===== src/rtl/pipeline_pkg.sv =====
// Shared pipeline definitions: register specifier width, stall-reason
// encodings and the hazard sequencer state type.
package pipeline_pkg;

  localparam int REG_ADDR_W = 5;

  // Two-bit stall-reason codes. The hazard FSM state uses the same
  // encoding, so the registered state can be exported as-is.
  localparam logic [1:0] STALL_NONE  = 2'd0;
  localparam logic [1:0] STALL_LOAD  = 2'd1;
  localparam logic [1:0] STALL_MDU   = 2'd2;
  localparam logic [1:0] STALL_FLUSH = 2'd3;

  typedef enum logic [1:0] {
    ST_RUN        = STALL_NONE,
    ST_LOAD_STALL = STALL_LOAD,
    ST_MDU_WAIT   = STALL_MDU,
    ST_FLUSH      = STALL_FLUSH
  } hazard_state;

endpackage


===== src/rtl/mdu_busy_counter.sv =====
// Tracks how long a multi-cycle mult/div keeps HI/LO occupied.
// A start loads LATENCY; the count then steps down to zero and holds.
// A start while still busy restarts the count from LATENCY.
module mdu_busy_counter #(
  parameter int LATENCY = 32
) (
  input  logic clock,
  input  logic reset,
  input  logic start,
  output logic busy
);

  localparam int W = $clog2(LATENCY + 1);

  logic [W-1:0] cnt;

  // Load on issue, otherwise decrement toward zero.
  always_ff @(posedge clock or posedge reset) begin
    if (reset) begin
      cnt <= '0;
    end else if (start) begin
      cnt <= W'(LATENCY);
    end else if (cnt != '0) begin
      cnt <= cnt - W'(1);
    end
  end

  // Busy whenever work remains.
  assign busy = (cnt != '0);

endmodule


===== src/rtl/hazard_control_unit.sv =====
// Hazard control for the 5-stage MIPS pipeline. Detects load-use and
// MDU-occupancy hazards, squashes wrong-path fetches on taken branches,
// and drives the PC / IF-ID / ID-EX control.
//
// Pipeline control handshake: pc_write and if_id_write act as the
// "ready" of the fetch side; when either is low the upstream stage must
// hold its contents. id_ex_bubble replaces the ID/EX payload with a NOP
// in the same cycle. if_id_flush clears IF/ID at the next edge. All
// control outputs are combinational (0-cycle) from the inputs and the
// MDU busy state; stall_reason reports the state the FSM entered on the
// previous edge.
module hazard_control_unit #(
  parameter int REG_ADDR_W  = 5,
  parameter int MDU_LATENCY = 32,
  parameter int CNT_W       = 16
) (
  input  logic                  clock,
  input  logic                  reset,
  input  logic [REG_ADDR_W-1:0] id_rs,
  input  logic [REG_ADDR_W-1:0] id_rt,
  input  logic                  id_uses_rs,
  input  logic                  id_uses_rt,
  input  logic                  id_mdu_dep,
  input  logic                  ex_mem_read,
  input  logic [REG_ADDR_W-1:0] ex_rt,
  input  logic                  ex_mdu_start,
  input  logic                  ex_branch_taken,
  output logic                  pc_write,
  output logic                  if_id_write,
  output logic                  id_ex_bubble,
  output logic                  if_id_flush,
  output logic                  mdu_busy,
  output logic [1:0]            stall_reason,
  output logic [CNT_W-1:0]      stall_cycles
);

  import pipeline_pkg::*;

  hazard_state state_q;
  hazard_state state_d;

  logic rs_match;
  logic rt_match;
  logic load_use;
  logic mdu_stall;
  logic cnt_busy;

  // HI/LO occupancy tracker; an issue alongside a taken branch still
  // loads because the EX op is on the correct path.
  mdu_busy_counter #(
    .LATENCY (MDU_LATENCY)
  ) u_mdu_cnt (
    .clock (clock),
    .reset (reset),
    .start (ex_mdu_start),
    .busy  (cnt_busy)
  );

  assign mdu_busy = cnt_busy;

  // Hazard detection. $0 is hard-wired zero, so a load to it never
  // creates a dependency.
  always_comb begin
    rs_match  = id_uses_rs && (id_rs == ex_rt);
    rt_match  = id_uses_rt && (id_rt == ex_rt);
    load_use  = ex_mem_read && (ex_rt != '0) && (rs_match || rt_match);
    mdu_stall = id_mdu_dep && (cnt_busy || ex_mdu_start);
  end

  // Priority control: reset-safe values, then branch flush, then
  // stall (load-use before MDU), else free-running.
  always_comb begin
    pc_write     = 1'b1;
    if_id_write  = 1'b1;
    id_ex_bubble = 1'b0;
    if_id_flush  = 1'b0;
    state_d      = ST_RUN;
    if (reset) begin
      pc_write     = 1'b0;
      if_id_write  = 1'b0;
      id_ex_bubble = 1'b1;
      if_id_flush  = 1'b1;
      state_d      = ST_RUN;
    end else if (ex_branch_taken) begin
      // ID holds a wrong-path instruction, so the flush beats any stall.
      pc_write     = 1'b1;
      if_id_write  = 1'b1;
      id_ex_bubble = 1'b1;
      if_id_flush  = 1'b1;
      state_d      = ST_FLUSH;
    end else if (load_use) begin
      pc_write     = 1'b0;
      if_id_write  = 1'b0;
      id_ex_bubble = 1'b1;
      state_d      = ST_LOAD_STALL;
    end else if (mdu_stall) begin
      pc_write     = 1'b0;
      if_id_write  = 1'b0;
      id_ex_bubble = 1'b1;
      state_d      = ST_MDU_WAIT;
    end
  end

  // FSM state register: records which action was applied last cycle.
  always_ff @(posedge clock or posedge reset) begin
    if (reset) begin
      state_q <= ST_RUN;
    end else begin
      state_q <= state_d;
    end
  end

  assign stall_reason = state_q;

  // Saturating count of cycles where the PC was held.
  always_ff @(posedge clock or posedge reset) begin
    if (reset) begin
      stall_cycles <= '0;
    end else if (!pc_write && (stall_cycles != {CNT_W{1'b1}})) begin
      stall_cycles <= stall_cycles + CNT_W'(1);
    end
  end

endmodule


===== config.mk =====
export PLATFORM = sky130hd
export DESIGN_NAME = hazard_control_unit
export DESIGN_NICKNAME = d
export VERILOG_FILES = /design/src/rtl/pipeline_pkg.sv /design/src/rtl/mdu_busy_counter.sv /design/src/rtl/hazard_control_unit.sv
export SDC_FILE = /design/constraint.sdc
export NUM_CORES = 1
export LEC_CHECK = 0
export CAP_MARGIN = 20
export CORE_MARGIN = 2
export CORE_UTILIZATION = 41
export CTS_CLUSTER_SIZE = 40
export DETAILED_ROUTE_END_ITERATION = 16
export HOLD_SLACK_MARGIN = 0.15
export PLACE_DENSITY = 0.75
export SYNTH_ARGS = -nofsm -noshare
export SYNTH_HDL_FRONTEND = slang
export SYNTH_HIERARCHICAL = 1
export SYNTH_SLANG_ARGS = --single-unit

===== constraint.sdc =====
create_clock -name clock -period 2.1 [get_ports clock]
set_input_delay 0.525 -clock clock [delete_from_list [all_inputs] [get_ports clock]]
set_output_delay 0.525 -clock clock [all_outputs]
set_load 0.02 [all_outputs]

# Word level (Yosys, flattened, before mapping)
# Index checks and enable logic that the tools add are counted.
# classes
n_addsub	2
n_eq_ne	3
muxes	16
reduce_logical	12
# ops
cell	count
16-bit by 1-bit adder with 16-bit output, second input constant	1
16-bit inequality test, second input constant	1
6-bit two-way mux	2
5-bit equality test	2
1-bit two-way mux	10
2-bit two-way mux	4
1-bit logical AND	6
6-bit nonzero test	1
6-bit by 1-bit subtractor with 6-bit output, second input constant	1
5-bit nonzero test	1
1-bit logical OR	2
2-bit nonzero test	1
1-bit logical NOT	1
# word_totals
register_bits	24
inputBits	23
word_cells	36

# Longest topological paths before layout
# Gate-level depths: netlist of the first run.
# logic_depth
word_depth	9
ltp_mapped	12
depth_no_buf	11

# Hierarchy
# Netlist of the first run, hierarchy kept.
# by_module_without_submodules
mod	instances	cells_each	area_per_inst_um2	seq_area_each_um2
hazard_control_unit	1	108	1054.8	450.4
mdu_busy_counter	1	34	350.3	150.1

# Worst setup path before layout of the first run
# No wires, ideal clock.
# synth_path
path_type	register -> output
start	register u_mdu_cnt.cnt[0]
end	output pc_write
arrival_ns	2.033
path_slack_ns	-0.458
path_stages_with_launch	10
path_buffers	1
path_cell_list	dfrtp_1 -> inv_1 -> ha_1 -> nand2b_1 -> and2b_4 -> inv_2 -> o21ai_0 -> a21oi_1 -> nor2_1 -> buf_4
# synth_via
elab_chain_len	7
# synth_rtl
element	line	text
start, declared	mdu_busy_counter.sv:15	logic [W-1:0] cnt;
start signal, assigned	mdu_busy_counter.sv:22	cnt <= W'(LATENCY);
start signal, assigned	mdu_busy_counter.sv:24	cnt <= cnt - W'(1);
6-bit nonzero test	mdu_busy_counter.sv:29	assign busy = (cnt != '0);
net mdu_busy	hazard_control_unit.sv:32	output logic mdu_busy,
1-bit logical OR	hazard_control_unit.sv:67	mdu_stall = id_mdu_dep && (cnt_busy || ex_mdu_start);
1-bit logical AND	hazard_control_unit.sv:67	
1-bit two-way mux (4 in a row)	-	
end, declared	hazard_control_unit.sv:28	output logic pc_write,
# The timed path passes the listed nets, and every way through them passes these cells.

# Worst setup path after layout of the first run
# layout_path
start	register u_mdu_cnt.cnt[1]
end	output id_ex_bubble
# layout_via
elab_chain_len	7
# layout_rtl
element	line	text
6-bit nonzero test	mdu_busy_counter.sv:29	
1-bit logical OR	hazard_control_unit.sv:67	
1-bit logical AND	hazard_control_unit.sv:67	
1-bit two-way mux	hazard_control_unit.sv:96	end else if (mdu_stall) begin
1-bit two-way mux	hazard_control_unit.sv:91	end else if (load_use) begin
1-bit two-way mux	hazard_control_unit.sv:84	end else if (ex_branch_taken) begin
1-bit two-way mux	hazard_control_unit.sv:78	if (reset) begin
end, declared	hazard_control_unit.sv:30	output logic id_ex_bubble,
# No other way between the ends.

==> metrics.sh, run 1 <==
SETUP_TNS_NS=-3.45
CRITPATHLAUNCHTYPE='flip-flop'
FINALSETUPVIOLCOUNT=20
FINISH.NET_COUNT=263
SLEW_VIOLATIONS=0
YOSYSTOPAREACELL='dfrtp_1'
DETAILEDROUTE.FIRSTPASSITERATIONCOUNT=4
HOLD_PATH_CLASS='reg -> reg'
DRV_CAP=0
CRITICAL-PATH-SLOWEST-CELL='dfrtp_1'
GRTUSAGETOTAL_PCT=22.2
YS.FLOP_TYPE='dfrtp_1'
FILLERINSTANCES=266
ROWS=21
ROUTED_VIA_COUNT=1421
FINAL_STANDARD_CELL_COUNT_WITH_TAPS_INCLUDED_AND_FILLERS_EXCLUDED=282
WORST-PATH-MAX-FANOUT=3
REQUIRED_TIME_OF_THE_WORST_SETUP_PATH_NS=1.57
SWITCHING_PWR_W=0.00101
CTS_HTREE_LEVELS=1
TIGHTESTPINTRANSITION_NS=0.491
SINK_OF_THE_WORST_HOLD_PATH='stall_cycles[8]'
MAX_STAGE_DELAY_NS=0.42
DPL.CELL_COUNT=266
POST_SYNTH_MOST_FREQUENT_CELLS='dfrtp_1, xnor2_1, nand2_1, xor2_1, nor2_1'
STATUS='finished with violations'
POST_SYNTH_INSTANCE_AREA_UM2=1410
DP_WORST_SETUP_SLACK_NS=-1.05
POWER.SHARE.SWITCHING_PCT=39.7
DRCVIOLATIONCOUNT=0
DESIGN_POWER_TOTAL_W=0.00254
AREA.GROWTH.SYNTH_TO_FINAL_PCT=73.8
CRITICAL_PATH_BUF_INV_COUNT=4
SEQ_AREA_FRAC_SYNTH_PCT=42.7
SYNTH_ENABLE_FLOP_CELLS=0
CLOCK_SINK_COUNT=24
RSZ0062_AT_GRT='true'
ANTENNA_CELLS=0
CELLLEAKAGEPOWER_nW=1.09
POST-SYNTH-TOP-COUNT-CELL='dfrtp_1'
POWER.SHARE.COMBINATIONAL_PCT=58.7
INSERTION_DELAY_NS=0.31
LAUNCH_INSTANCE_OF_THE_WORST_MIN_DELAY_PATH='stall_cycles[8]'
CLOCK_POWER_SHARE_PCT=9.6
WORST_SETUP_HOLD_PATH_CLK_SLEW_NS=0.13
DIE_WIDTH_UM=62.5
TRITONCTS='yes'
SYNTH.NET_COUNT=168
FINALCRITICALPERIOD_NS=2.42
POWER.SHARE.SEQUENTIAL_PCT=31.7
SLEW_HEADROOM_PCT=67.2
POSTROUTEANTENNANETS=0
CLK_PATH_BUF_DEPTH=2
SYNTHESIS.INSTANCES=142
DIE_AREA_UM2=3910
FLOORPLAN.IO_PINS=46
VIOLATED_CHECKS='setup timing'
SYNTHESIS.AREA_PER_INSTANCE_UM2=9.90
DIEHEIGHT_UM=62.5
VIASPERCELL=5.04
CELLPOWERDENSITY_nW_PER_UM2=1040
DESIGN.CORE.AREA_UM2=3310
FINALCRITPERIODSHARE_PCT=115
SYNTH.TOP_CELLS.BY_AREA='dfrtp_1, xnor2_1, xor2_1, nand2_1, ha_1'
TRITONCTS.NUM_BUFFERS=3
GRT_FIRST_PASS_WIRELENGTH_MM=7.07
GRT_ANTENNA_BEFORE_REPAIR=0
GRT_PASS1_VIAS=1575
CLOCKROOTBUFFER='clkbuf_4'
REG2REGPATHDEPTH=13
WORSTSETUPENDPOINTTYPE='primary output'
POSTSYNTH.ASYNCRESETSHARE_PCT=100
CTS_HOLD_BUF=0
FMAXACHIEVABLE_MHz=413
DRT-INITIAL-DRC-COUNT=50
LAYOUT-DRIVE-GT1-SHARE_PCT=37.7
OVERFLOW=0
SYNTH-SEQ-CELLS=24
SYNTH_TOP_AREA_SHARE_PCT=42.7
PIN_COUNT_OF_THE_BIGGEST_NET_ENTERING_GLOBAL_ROUTING=17
REGTOREGENDPOINT='stall_cycles[14]'
SYNTHESIS.YOSYS.WARNINGS=6
TIMING.HOLD.WORST_PATH_DEPTH=1
CELLS_ALONG_THE_CRITICAL_PATH='inv_2 > ha_4 > nand2b_4 > and2b_4 > inv_4 > o21ai_4 > buf_6 > nand4_1 > buf_6'
CRITICAL_PATH_CLASS='reg -> out'
CLOCK-SKEW-FINAL_NS=0.00284
CP_TOP_FAMILY='simple AND/OR/NAND/NOR gates'
CRITICAL_PATH.REG2REG.STARTPOINT='u_mdu_cnt/cnt[1]'
FIN_WS_NS=-0.320
TIMING.FINAL.HOLD_VIOLATIONS=0
INITIAL_CELL_DENSITY_OF_THE_CORE_PCT=42.4
INTERNAL_POWER_W=0.00153
DRT_WL_TOTAL_MM=4.06
CRIT_ARRIVAL_NS=1.89
REGISTER_TO_REGISTER_PATH_SETUP_SLACK_NS=-0.27
MAX-VDD-IR-DROP_V=0.000875
PLACE.GP.CONGESTION=0.837
DP_HPWL_MM=2.96
CRITICAL-PATH-TOP-CELL-BY-COUNT='buf_6'
WIRE_PER_INST_UM=14.4
YS_TYPES=40
PORT_BUFFERS=45
==> cells by family (layout without fill, tap and decap cells) <==
| logic type | Yosys count | after routing | synth area share [%] |
|---|---|---|---|
| XOR/XNOR | 24 | 24 | 15.0 |
| buffers and inverters | 11 | 105 | 3.74 |
| adder cells (fa/ha/maj) | 3 | 3 | 2.67 |
| AND/OR/NAND/NOR | 58 | 58 | 22.6 |
| AO/OA/AOI/OAI | 18 | 18 | 9.80 |
| flip-flops | 24 | 24 | 42.7 |
| multiplexers | 4 | 4 | 3.47 |
==> metal layers <==
layer | share of wire (%) | global-route usage, %
met5 | 0 | 0
met4 | 1.6 | 5.00
met3 | 2.9 | 3.96
met2 | 53 | 41.0
met1 | 42 | 26.9
==> cell type report <==
class,instances,area [µm²],share of cell area (%)
repair buffers,92,798,32.7
multi-input cells,107,913,37.4
well taps,46,57.6,2.36
flip-flops and latches,24,601,24.6
inverters,9,36.3,1.49
clock buffers,4,36.3,1.49
==> worst register-to-register path, delay by kind of cell (launching register included) <==
family                   cells  cell delay, ns
buffers and inverters        4            0.36
AND/OR/NAND/NOR              4            0.44
adder cells (fa/ha/maj)      1            0.15
multiplexers                 1            0.33
flip-flops                   1            0.42
AO/OA/AOI/OAI                3            0.57
==> flip-flops by register name, summed over array words and instances (netlist names) <==
signal and cells:
stall_cycles 16, u_mdu_cnt/cnt 6, stall_reason 2
==> stage by stage <==
stage | cell area (µm²) | utilization, % | hold slack [ns]
finish | 2440 | 73.8 | 0.509
global route | 2440 | 73.8 | 0.531
CTS | 2380 | 71.8 | 0.512
detailed placement | 2220 | 67.0 | 0.485
global placement | 2220 | 67.0 | 0.472
floorplan | 1470 | - | 0.316
==> power groups by stage <==
stage	combinational, W	clock, W	sequential, W
floorplan	0.000498	0	0.000973
global placement	0.00127	0	0.000794
detailed placement	0.00133	0	0.000807
CTS	0.00143	0.000246	0.000801
global route	0.00161	0.000271	0.000835
finish	0.00149	0.000243	0.000807
==> cells in the final DEF, fill, tap and decap left out, drive strengths merged, types with 2 or more instances in the layout <==
master / instances
nand2: 12
dlygate4sd2: 11
xnor2: 13
nand3: 5
a21oi: 6
buf: 53
mux2: 4
clkdlybuf4s50: 25
clkdlybuf4s15: 2
dfrtp: 24
inv: 9
nand2b: 5
clkbuf: 5
nor2: 10
nor3: 7
xor2: 11
ha: 3
nand4: 4
o21ai: 3
nor4: 5
and3: 4
and4: 2
==> repair_timing <==
| item | 4_1_cts | 5_1_grt |
|---|---|---|
| gates resized for setup | 63 | 8 |
| endpoints found under the setup margin | 21 | 21 |
| cloned | 0 | 1 |
| setup buffers | 9 | 4 |
| pin swaps | 17 | 10 |
==> worst max path at each step <==
| stage | from | end | slack (ns) | depth (start not counted) |
|---|---|---|---|---|
| after global routing | u_mdu_cnt/cnt[0] | id_ex_bubble | -0.40 | 9 |
| after CTS | u_mdu_cnt/cnt[1] | id_ex_bubble | -0.31 | 9 |
| after global placement | ex_rt[4] | if_id_write | -1.02 | 7 |
| after floorplan | ex_rt[4] | pc_write | -0.21 | 6 |
| after detailed placement | ex_rt[0] | id_ex_bubble | -1.05 | 9 |
| final | u_mdu_cnt/cnt[1] | id_ex_bubble | -0.32 | 9 |
Power figures use the tool's default switching activity.
==> run 2, diff against run 1 <==
CORE_UTILIZATION = 47   (was 41)
CTS_BUF_LIST = sky130_fd_sc_hd__clkbuf_8   (was not set)
PLACE_DENSITY = 0.82   (was 0.75)
clock period = 2.5 ns   (was 2.1 ns; I/O delays follow)
==> run 2 against run 1 <==
The flow now finishes without violations. Clock power is 9.5% higher. Wire length is 0.44% higher. Setup slack better by 0.35 ns. Highest routed layer unchanged.
==> metrics.sh, run 2 (same netlist as run 1, synthesis figures left out) <==
STATUS='complete, no violations'
FMAXACHIEVABLE_MHz=405
VIASPERCELL=5.40
REQUIRED_TIME_OF_THE_WORST_SETUP_PATH_NS=1.88
LAYOUT_COMMONEST_CELL='buf_4'
CLOCK-SKEW-FINAL_NS=0.00406
DRT-INITIAL-DRC-COUNT=55
CRITPATHLAUNCHTYPE='primary input'
GRT_PASS1_VIAS=1409
PIN_COUNT_OF_THE_BIGGEST_NET_ENTERING_GLOBAL_ROUTING=17
DP_HPWL_MM=3.05
GRTUSAGETOTAL_PCT=24.7
REG2REGPATHDEPTH=13
CTS_HOLD_BUF=0
HOLD_PATH_CLASS='reg -> reg'
TRITONCTS.NUM_BUFFERS=3
FINALCRITICALPERIOD_NS=2.47
MOSTFREQUENTLAYOUTCELLS='buf_4, clkdlybuf4s50_1, dfrtp_1'
CLK_PATH_BUF_DEPTH=2
WORSTSETUPENDPOINTTYPE='primary output'
GRT_ANTENNA_BEFORE_REPAIR=0
DESIGN_POWER_TOTAL_W=0.00205
CRITICAL-PATH-TOP-CELL-BY-COUNT='buf_6'
CLOCK_SINK_COUNT=24
DIE_AREA_UM2=3440
DRV_CAP=0
CELLPOWERDENSITY_nW_PER_UM2=895
CLOCKROOTBUFFER='clkbuf_8'
WIRE_PER_INST_UM=16.0
MULTI_INPUT_AREA_UM2=857
DETAILEDROUTE.FIRSTPASSITERATIONCOUNT=4
LARGEST_REG_FLOPS=16
WORST-PATH-MAX-FANOUT=3
GRT_FIRST_PASS_WIRELENGTH_MM=6.47
WORST_SETUP_HOLD_PATH_CLK_SLEW_NS=0.08
FINALSETUPVIOLCOUNT=0
CRITICAL_PATH_CLASS='in -> out'
DRT_WL_TOTAL_MM=4.08
CRITICAL-PATH-SLOWEST-CELL='or4_4'
ROUTED_VIA_COUNT=1376
CTS_HTREE_LEVELS=1
DIE_WIDTH_UM=58.7
CELLLEAKAGEPOWER_nW=1.02
CELLS_ALONG_THE_CRITICAL_PATH='buf_6 > or4_4 > o21ai_4 > nand2b_4 > a21oi_4 > nor2_4 > buf_6'
MAX-VDD-IR-DROP_V=0.000729
TOP_REGISTER='stall_cycles'
INSERTION_DELAY_NS=0.27
DRCVIOLATIONCOUNT=0
REGISTER_TO_REGISTER_PATH_SETUP_SLACK_NS=0.06
FINISH.NET_COUNT=251
TIMING.FINAL.HOLD_VIOLATIONS=0
DP_WORST_SETUP_SLACK_NS=-0.846
CRIT_PATH_START='ex_rt[2]'
AREA.GROWTH.SYNTH_TO_FINAL_PCT=62.7
LAYOUT-DRIVE-GT1-SHARE_PCT=32.1
REGTOREGENDPOINT='stall_cycles[15]'
PLACE.GP.CONGESTION=0.844
TIMING.HOLD.WORST_PATH_DEPTH=1
SLEW_VIOLATIONS=0
TIGHTESTPINTRANSITION_NS=0.366
CRITICAL_PATH.REG2REG.STARTPOINT='u_mdu_cnt/cnt[0]'
ANTENNA_CELLS=0
INITIAL_CELL_DENSITY_OF_THE_CORE_PCT=50.1
FILLERINSTANCES=165
OVERFLOW=0
DESIGN.CORE.AREA_UM2=2810
FF_LATCH_AREA_UM2=601
ENDPOINT_OF_THE_MOST_CRITICAL_SETUP_PATH='if_id_write'
TRITONCTS='yes'
SLEW_HEADROOM_PCT=75.4
FINALCRITPERIODSHARE_PCT=98.7
ROWS=19
CRIT_ARRIVAL_NS=1.84
PORT_BUFFERS=45
DIEHEIGHT_UM=58.7
FIN_WS_NS=0.0317
FLOORPLAN.IO_PINS=46
MAX_STAGE_DELAY_NS=0.53
POSTROUTEANTENNANETS=0
[run 2: cell types whose count changed in the layout (fill, tap and decap cells not counted), moves of 2 or more]
cell	delta
buf_6	-4
clkbuf_4	-3
nor4_2	+2
buf_4	-9
xnor2_1	-3
nor3_2	-2
nor4_4	-3
xnor2_2	+3
nor3_1	+2
clkbuf_8	+3
inv_1	+2
[run 2: repair_timing]
action                                  CTS  global route
setup buffers                             2             1
pin swaps                                12             7
endpoints found under the setup margin    7             4
gates resized for setup                  50            11
[run 2: metrics by stage]
step / instance area [µm²] / util (%) / TNS [ns] / hold WS, ns / std cells
5_1_grt: 2290 / 81.5 / -0.103 / 0.535 / 255
3_5_place_dp: 2170 / 77.2 / -5.42 / 0.495 / 248
3_3_place_gp: 2170 / 77.2 / -4.57 / 0.474 / 248
6_report: 2290 / 81.5 / 0 / 0.509 / 255
2_1_floorplan: 1450 / - / -0.0131 / 0.416 / 142
4_1_cts: 2240 / 79.8 / 0 / 0.512 / 254
[run 2: cell type report]
type / count / area share (%)
well taps: 31 / 1.70
inverters: 9 / 1.48
flip-flops and latches: 24 / 26.3
clock buffers: 4 / 2.41
multi-input cells: 107 / 37.5
repair buffers: 80 / 30.7
[run 2: critical path, delay by kind of cell]
family / cells / cell delay (ns)
buffers and inverters: 2 / 0.22
AO/OA/AOI/OAI: 2 / 0.20
AND/OR/NAND/NOR: 3 / 0.80
[run 2: per-layer routing]
layer	vias to the layer above	routed length, µm	GRT usage [%]
met5	-	0	0
met4	0	57	6.17
met3	7	132	4.40
met2	35	2210	45.1
met1	674	1680	30.1
li1	660	-	-
[run 2: power breakdown]
part	internal [W]	switching [W]	leakage, nW	total, W
Sequential	0.000530	0.000163	0.288	0.000694
Combinational	0.000568	0.000518	0.706	0.00109
Clock	0.000141	0.000125	0.0288	0.000266
[run 2: worst min path at each step]
| stage | start | endpoint | slack [ns] |
|---|---|---|---|
| 2_1_floorplan | reset | u_mdu_cnt/cnt[0] | 0.42 |
| 5_1_grt | stall_cycles[10] | stall_cycles[10] | 0.53 |
| 3_5_place_dp | stall_cycles[8] | stall_cycles[8] | 0.50 |
| 4_1_cts | stall_cycles[11] | stall_cycles[11] | 0.51 |
| 3_3_place_gp | stall_cycles[8] | stall_cycles[8] | 0.47 |
| 6_report | stall_cycles[8] | stall_cycles[8] | 0.51 |
